## src/rtl/mem_access_ctrl_pkg.sv

```systemverilog
// Shared types for the memory access controller: size codes, FSM states, lane helpers.
package mem_access_ctrl_pkg;

    localparam int unsigned DATA_W             = 32;
    localparam int unsigned ADDR_W             = 32;
    localparam int unsigned RD_W               = 5;
    localparam int unsigned BE_W               = 4;
    localparam int unsigned SIZE_W             = 3;
    localparam int unsigned TIMEOUT_CYCLES_DEF = 16;

    typedef enum logic [SIZE_W-1:0] {
        SZ_BYTE  = 3'b000,
        SZ_UBYTE = 3'b001,
        SZ_HALF  = 3'b010,
        SZ_UHALF = 3'b011,
        SZ_WORD  = 3'b100
    } sx_size_e;

    typedef enum logic [1:0] {
        S_IDLE = 2'd0,
        S_BUSY = 2'd1,
        S_WB   = 2'd2
    } state_e;

    // Attributes of the access in flight, captured at accept time.
    typedef struct packed {
        logic              is_load;
        logic [SIZE_W-1:0] size;
        logic [1:0]        lane;
        logic [RD_W-1:0]   rd;
    } access_t;

    function automatic logic is_aligned(input logic [SIZE_W-1:0] size, input logic [1:0] lane);
        case (size)
            SZ_BYTE, SZ_UBYTE: return 1'b1;
            SZ_HALF, SZ_UHALF: return !lane[0];
            default:           return lane == 2'b00;
        endcase
    endfunction

    function automatic logic [BE_W-1:0] byte_en(input logic [SIZE_W-1:0] size, input logic [1:0] lane);
        case (size)
            SZ_BYTE, SZ_UBYTE: return 4'b0001 << lane;
            SZ_HALF, SZ_UHALF: return 4'b0011 << lane;
            default:           return 4'b1111;
        endcase
    endfunction

    // Store data is replicated so every candidate lane already carries it.
    function automatic logic [DATA_W-1:0] replicate(input logic [SIZE_W-1:0] size, input logic [DATA_W-1:0] d);
        case (size)
            SZ_BYTE, SZ_UBYTE: return {4{d[7:0]}};
            SZ_HALF, SZ_UHALF: return {2{d[15:0]}};
            default:           return d;
        endcase
    endfunction

endpackage

```

## src/rtl/lsu_load_fmt.sv

```systemverilog
// Load formatter: picks the addressed byte/half lane and sign- or zero-extends it.
module lsu_load_fmt
    import mem_access_ctrl_pkg::*;
(
    input  logic [DATA_W-1:0] rdata,
    input  logic [1:0]        lane,
    input  logic [SIZE_W-1:0] size,
    output logic [DATA_W-1:0] data_c
);

    logic [7:0]  byte_sel;
    logic [15:0] half_sel;

    always_comb begin
        byte_sel = rdata[7:0];
        case (lane)
            2'd0:    byte_sel = rdata[7:0];
            2'd1:    byte_sel = rdata[15:8];
            2'd2:    byte_sel = rdata[23:16];
            default: byte_sel = rdata[31:24];
        endcase
        half_sel = lane[1] ? rdata[31:16] : rdata[15:0];

        data_c = rdata;
        case (size)
            SZ_BYTE:  data_c = {{24{byte_sel[7]}}, byte_sel};
            SZ_UBYTE: data_c = {24'd0, byte_sel};
            SZ_HALF:  data_c = {{16{half_sel[15]}}, half_sel};
            SZ_UHALF: data_c = {16'd0, half_sel};
            default:  data_c = rdata;
        endcase
    end

endmodule

```

## config.mk

```make
export PLATFORM = sky130hd
export DESIGN_NAME = lsu_load_fmt
export DESIGN_NICKNAME = d
export VERILOG_FILES = /design/src/rtl/mem_access_ctrl_pkg.sv /design/src/rtl/lsu_load_fmt.sv
export SDC_FILE = /design/constraint.sdc
export NUM_CORES = 1
export LEC_CHECK = 0
export ABC_AREA = 0
export ABC_CLOCK_PERIOD_IN_PS = 1600
export CAP_MARGIN = 20
export CORE_ASPECT_RATIO = 0.6
export CORE_MARGIN = 2
export CORE_UTILIZATION = 38
export DETAILED_ROUTE_END_ITERATION = 8
export PLACE_DENSITY = 0.85
export SYNTH_ARGS = -nofsm -noshare
export SYNTH_HDL_FRONTEND = slang
export SYNTH_SLANG_ARGS = --single-unit
```

## constraint.sdc

```tcl
create_clock -name vclk -period 1.6
set_clock_uncertainty 0.05 [all_clocks]
set_input_delay 0.24 -clock vclk [all_inputs]
set_output_delay 0.24 -clock vclk [all_outputs]
set_load 0.05 [all_outputs]
```

==> results of run 1 <==
cells by family after synthesis:
| group | Yosys count |
|---|---|
| buffers and inverters | 19 |
| AO/OA/AOI/OAI | 50 |
| multiplexers | 11 |
| AND/OR/NAND/NOR | 52 |
stage by stage:
step                cell area, µm²  worst slack [ns]  utilization, %
global placement              2301           -0.6001           89.97
floorplan                     1257           -0.3164               -
detailed placement            2301           -0.6470           89.97
==> out/results.ini, run 1 <==
[run_status]
status=aborted with a tool error
lastStage=clock tree synthesis (4_1_cts)
run.stop_error=[ERROR DPL-0038] Utilization greater than 100%, impossible to legalize

[synthesis]
synthAdderAreaFrac_pct=0
yosys-top-cells-area=nor2b_1, mux4_1, o22ai_1
synth_compound_area_share_pct=37.67
yosys.area_share.simple_pct=28.16
synthMuxAreaShare_pct=22.62
synthesis.yosys.warnings=0
synth_area_mm2=0.001040
synth.top_cell.area_share_pct=20.46
ys_seq_area_share_pct=0
syn_nets=169
ys_top_cells_by_count=nor2b_1, o22ai_1, nor2_1
synth.largest_area_cell=nor2b_1
synth-xor-area-share_pct=0
syn_inst=132
synth.most_common_cell=nor2b_1
synth_top_family_by_area=compound AO/OA/AOI/OAI gates
syn_area_per_cell_um2=7.877
synth_cell_types=24

[clock_network]
cts_setup_buffers=7
cts_resized=127
cts_hold_buf=0

[floorplan]
die_h_um=44.52
ios=69
die-width_um=71.53
initial_core_util_pct=40.66
placementRows=14

[placed_design]
routabilityCongestion=0.8623
hpwlAfterDp_um=3759
io_buffers=69
place_inst=269

==> run 2, diff against run 1 <==
--- a/config.mk
+++ b/config.mk
@@ -8,11 +8,10 @@
 export ABC_AREA = 0
 export ABC_CLOCK_PERIOD_IN_PS = 1600
 export CAP_MARGIN = 20
-export CORE_ASPECT_RATIO = 0.6
 export CORE_MARGIN = 2
-export CORE_UTILIZATION = 38
+export CORE_UTILIZATION = 24
 export DETAILED_ROUTE_END_ITERATION = 8
-export PLACE_DENSITY = 0.85
+export PLACE_DENSITY_LB_ADDON = 0.15
 export SYNTH_ARGS = -nofsm -noshare
 export SYNTH_HDL_FRONTEND = slang
 export SYNTH_SLANG_ARGS = --single-unit
==> out/results.ini, run 2 <==
[floorplan]
initial_core_util_pct=25.44
die-width_um=69.82
die_h_um=69.82
placementRows=23
ios=69
dieArea_mm2=0.004875
core_area_mm2=0.004086

[detailed_routing]
wl_per_cell_um=17.51
wl_um=5182
drt-initial-drc-count=69
num_vias=1552
ant_nets=0
detail_route.vias_per_cell=5.243
drcViolationCount=0
dr.pass1.iters=4

[cells_and_area]
fillers=327
final_common_cell=buf_4
seqCellArea_um2=0
layout-drive-gt1-share_pct=67.07
num_antenna_cells=0
multi_input_area_mm2=0.001346
seq_cell_count=0
clock_buffers=0
final_cell_mix=buf_4, buf_6, nor2b_1
areaGrowthSynthToFinish_pct=163.1
final_nets=285
layout.cells.non_filler=296

[setup_path]
worstPathArrival_ns=1.40
critPathLaunchType=input pin
cp.required_ns=1.31
critPathMaxFanout=6
endpoint_kind=output pin
critical_path_class=input pin to output pin

[synthesis]
ys_seq_area_share_pct=0
synth_cell_types=24
synth_compound_area_share_pct=37.67
synthAdderAreaFrac_pct=0
synth.top_cell.area_share_pct=20.46
synth-xor-area-share_pct=0
synth_top_family_by_area=compound AO/OA/AOI/OAI gates
syn_area_per_cell_um2=7.877
synthMuxAreaShare_pct=22.62
ys_top_cells_by_count=nor2b_1, o22ai_1, nor2_1
yosys-top-cells-area=nor2b_1, mux4_1, o22ai_1
syn_nets=169
synthesis.yosys.warnings=0
yosys.area_share.simple_pct=28.16
synth.most_common_cell=nor2b_1
syn_inst=132
synth_area_mm2=0.001040
synth.largest_area_cell=nor2b_1

[placed_design]
place_inst=286
io_buffers=69
routabilityCongestion=0.8242
hpwlAfterDp_um=3606

[global_route]
overflow=0
grt_first_pass_wirelength_um=8459
grtUsageTotal_pct=20.84
grt_max_degree=18
antenna_found_initial=0
grt_pass1_vias=1680

[hold_path]
holdPathStages=5
hold_path_class=input pin to output pin
min_to=data_c[15]
hold_path_startpoint=rdata[15]

[pwr]
ir_drop_mv=0.2335
power_density_mw_per_mm2=453.0
total_power_mw=1.239
p_leak_nw=1.119

[sta]
post-route-period-util_pct=105.5
worst_slack_ns=-0.08771
finalSetupViolations=29
rsz0062_at_grt=true
fmax_mhz=592.5
hold_viol_final=0
slew_viol_final=0
tightest_slew_ns=0.4832
relSlewSlack_pct=67.75
fin_hold_ws_ns=0.9142
min_period_ns=1.688

[run_status]
violations=setup timing
status=finished, violations left

[run]
drv_cap=0

[run 2: logic make-up after synthesis]
family | count (synthesis)
compound gates | 50
buf+inv | 19
mux | 11
simple gates | 52
[run 2: critical path, cell delays in order]
cell and delay, ns:
buf_12 0.12, buf_12 0.13, buf_6 0.11, nand2b_4 0.09, buf_6 0.13, o22ai_1 0.11, a221oi_4 0.26, buf_6 0.20
[run 2: layout make-up]
| class | count | share of cell area, % |
|---|---|---|
| Tap cell | 50 | 2.287 |
| Inverter | 2 | 0.2745 |
| Multi-Input combinational cell | 115 | 49.22 |
| Timing Repair Buffer | 129 | 48.22 |
[run 2: how the worst max path moves through the flow]
| stage | slack [ns] | start | endpoint |
|---|---|---|---|
| global route | -0.13 | lane[1] | data_c[14] |
| global placement | -0.67 | lane[1] | data_c[8] |
| detailed placement | -0.70 | lane[0] | data_c[5] |
| finish | -0.09 | lane[1] | data_c[14] |
| floorplan | -0.32 | size[1] | data_c[7] |
| CTS | -0.13 | lane[0] | data_c[14] |
[run 2: through the flow]
stage	worst slack (ns)	TNS, ns	util [%]	instance area (µm²)
final	-0.08771	-1.521	66.93	2735
after global routing	-0.1298	-2.701	66.93	2735
after CTS	-0.1253	-2.652	66.93	2735
after detailed placement	-0.6977	-19.79	56.67	2316
after global placement	-0.6702	-19.41	56.67	2316
after floorplan	-0.3164	-4.725	-	1257
[run 2: power by group]
group | total (mW) | internal (mW) | switching [mW] | leakage [nW]
clock network | 0 | 0 | 0 | 0
registers | 0 | 0 | 0 | 0
logic | 1.24 | 0.570 | 0.669 | 1.12
total | 1.24 | 0.570 | 0.669 | 1.12
[run 2: routing by layer]
layer / track usage (%) / share of wire [%] / vias up / wire length, µm
met5: 0 / 0 / - / 0
met4: 2.350 / 0.95 / 0 / 49
met3: 2.035 / 4.5 / 4 / 233
met2: 40.42 / 53 / 60 / 2751
met1: 25.17 / 41 / 749 / 2148
li1: - / - / 739 / -
[run 2: repair_timing]
action | CTS | global route
gates resized for setup | 164 | 10
pin swaps | 22 | 13
setup buffers | 9 | 0
endpoints found under the setup margin | 32 | 32
cloned | 4 | 0
hold buffers | 0 | 0
No activity file was read; power rests on OpenSTA's default activity.
==> run 3, diff against run 2 <==
--- a/config.mk
+++ b/config.mk
@@ -15,3 +15,4 @@
 export SYNTH_ARGS = -nofsm -noshare
 export SYNTH_HDL_FRONTEND = slang
 export SYNTH_SLANG_ARGS = --single-unit
+export TNS_END_PERCENT = 50
==> out/results.ini, run 3 (synthesized netlist as in run 2, its figures left out) <==
[run_status]
status=finished, violations left
violations=setup timing

[placed_design]
place_inst=296
io_buffers=69
routabilityCongestion=0.8796
hpwlAfterDp_um=3722

[floorplan]
ios=69
core_area_mm2=0.004086
dieArea_mm2=0.004875
die_h_um=69.82
initial_core_util_pct=25.44
die-width_um=69.82
placementRows=23

[pwr]
seqPwrFrac_pct=0
switching_share_pct=53.35
clockPowerShare_pct=0
ir_drop_mv=0.2352
p_switching_uw=647.7
p_comb_share_pct=100.0
power_density_mw_per_mm2=454.5
p_leak_nw=1.132
internal_power_uw=566.4

[detailed_routing]
detail_route.vias_per_cell=5.161
num_vias=1574
drcViolationCount=0
drt-initial-drc-count=53
wl_per_cell_um=16.70
dr.pass1.iters=4
wl_um=5092
ant_nets=0

[setup_path]
crit_buf_inv=5
crit_path_top_delay_cell=a221oi_4
worstPathArrival_ns=1.44
critical_path_class=input pin to output pin
crit_path_max_incr_delay_ns=0.30
cp_top_family=buffers and inverters
cp.required_ns=1.31
cp_common_cell=buf_6
critPathMaxFanout=8
crit_chain=buf_8 -> buf_12 -> nor2_4 -> a22oi_4 -> buf_6 -> buf_16 -> a221oi_4 -> buf_6
critPathLaunchType=input pin
worst-path-stages=8
endpoint_kind=output pin

[global_route]
overflow=0
grtUsageTotal_pct=19.74
antenna_found_initial=0
grt_max_degree=17
grt_pass1_vias=1626
grt_first_pass_wirelength_um=8086

[sta]
fmax_mhz=578.2
post-route-period-util_pct=108.1
hold_viol_final=0
tightest_slew_ns=0.4452
worst_slack_ns=-0.1295
finalSetupViolations=30
fin_hold_ws_ns=0.9194
min_period_ns=1.729
slew_viol_final=0
setup_total_negative_slack_ns=-2.156
relSlewSlack_pct=70.29
rsz0062_at_grt=true

[cells_and_area]
seq_cell_count=0
clock_buffers=0
final_common_cell=buf_4
areaGrowthSynthToFinish_pct=156.9
seqCellArea_um2=0
final_cell_mix=buf_4, nor2b_1, buf_6
layout.cells.non_filler=305
final_nets=294
num_antenna_cells=0
layout-drive-gt1-share_pct=65.49

[clock_network]
cts_hold_buf=0

[hold_path]
hold_path_class=input pin to output pin
holdPathStages=5

[run]
drv_cap=0

[run 3: changes by cell type in the layout (fill, tap and decap cells not counted), moves of 4 or more]
| cell | before | now |
|---|---|---|
| buf_4 | 45 | 60 |
| o22ai_4 | 10 | 5 |
| dlygate4sd2_1 | 20 | 24 |
| clkbuf_2 | 0 | 5 |
| o22ai_1 | 7 | 14 |
| buf_6 | 34 | 27 |
[run 3: path summary, 6_finish.rpt]
kind / start / endpoint / slack [ns]
hold / removal: rdata[15] / data_c[15] / 0.92
setup / recovery: lane[1] / data_c[13] / -0.13
[run 3: cell type report]
class              count  area [µm²]
inverters              2       11.26
repair buffers       139        1383
fillers              343        1415
multi-input cells    114        1215
well taps             50       62.56
[run 3: per-stage QoR]
stage / instance area (µm²) / util (%) / setup WS (ns) / power (mW)
floorplan: 1227 / - / -0.3164 / 0.6147
global placement: 2382 / 58.30 / -0.5928 / 1.064
detailed placement: 2382 / 58.30 / -0.6297 / 1.079
CTS: 2571 / 62.92 / -0.2130 / 1.162
global route: 2671 / 65.37 / -0.1665 / 1.267
finish: 2671 / 65.37 / -0.1295 / 1.214
[run 3: power by group through the flow]
stage	registers, mW	logic [mW]	clock network [mW]
after global routing	0	1.27	0
after CTS	0	1.16	0
after detailed placement	0	1.08	0
after floorplan	0	0.615	0
final	0	1.21	0
after global placement	0	1.06	0
[run 3: timing repair]
item                       CTS  global route
pin swaps                   16            13
setup endpoints to repair   32            32
buffers inserted             7             3
hold endpoints to repair     0             0
gates resized for setup    108            33
cloned                       2             1
[run 3: routing by layer]
| metal | up-vias | part of all wire, % | global-route usage [%] |
|---|---|---|---|
| met3 | 2 | 4.2 | 2.471 |
| met4 | 0 | 0.16 | 0.8547 |
| met1 | 761 | 41 | 24.32 |
| met2 | 49 | 54 | 37.99 |
| met5 | - | 0 | 0 |
| li1 | 762 | - | - |
==> run 4, diff against run 3 <==
--- a/config.mk
+++ b/config.mk
@@ -7,7 +7,6 @@
 export LEC_CHECK = 0
 export ABC_AREA = 0
 export ABC_CLOCK_PERIOD_IN_PS = 1600
-export CAP_MARGIN = 20
 export CORE_MARGIN = 2
 export CORE_UTILIZATION = 24
 export DETAILED_ROUTE_END_ITERATION = 8
==> results of run 4 <==
No change in the layout: final DEF, timing and power equal those of run 3.
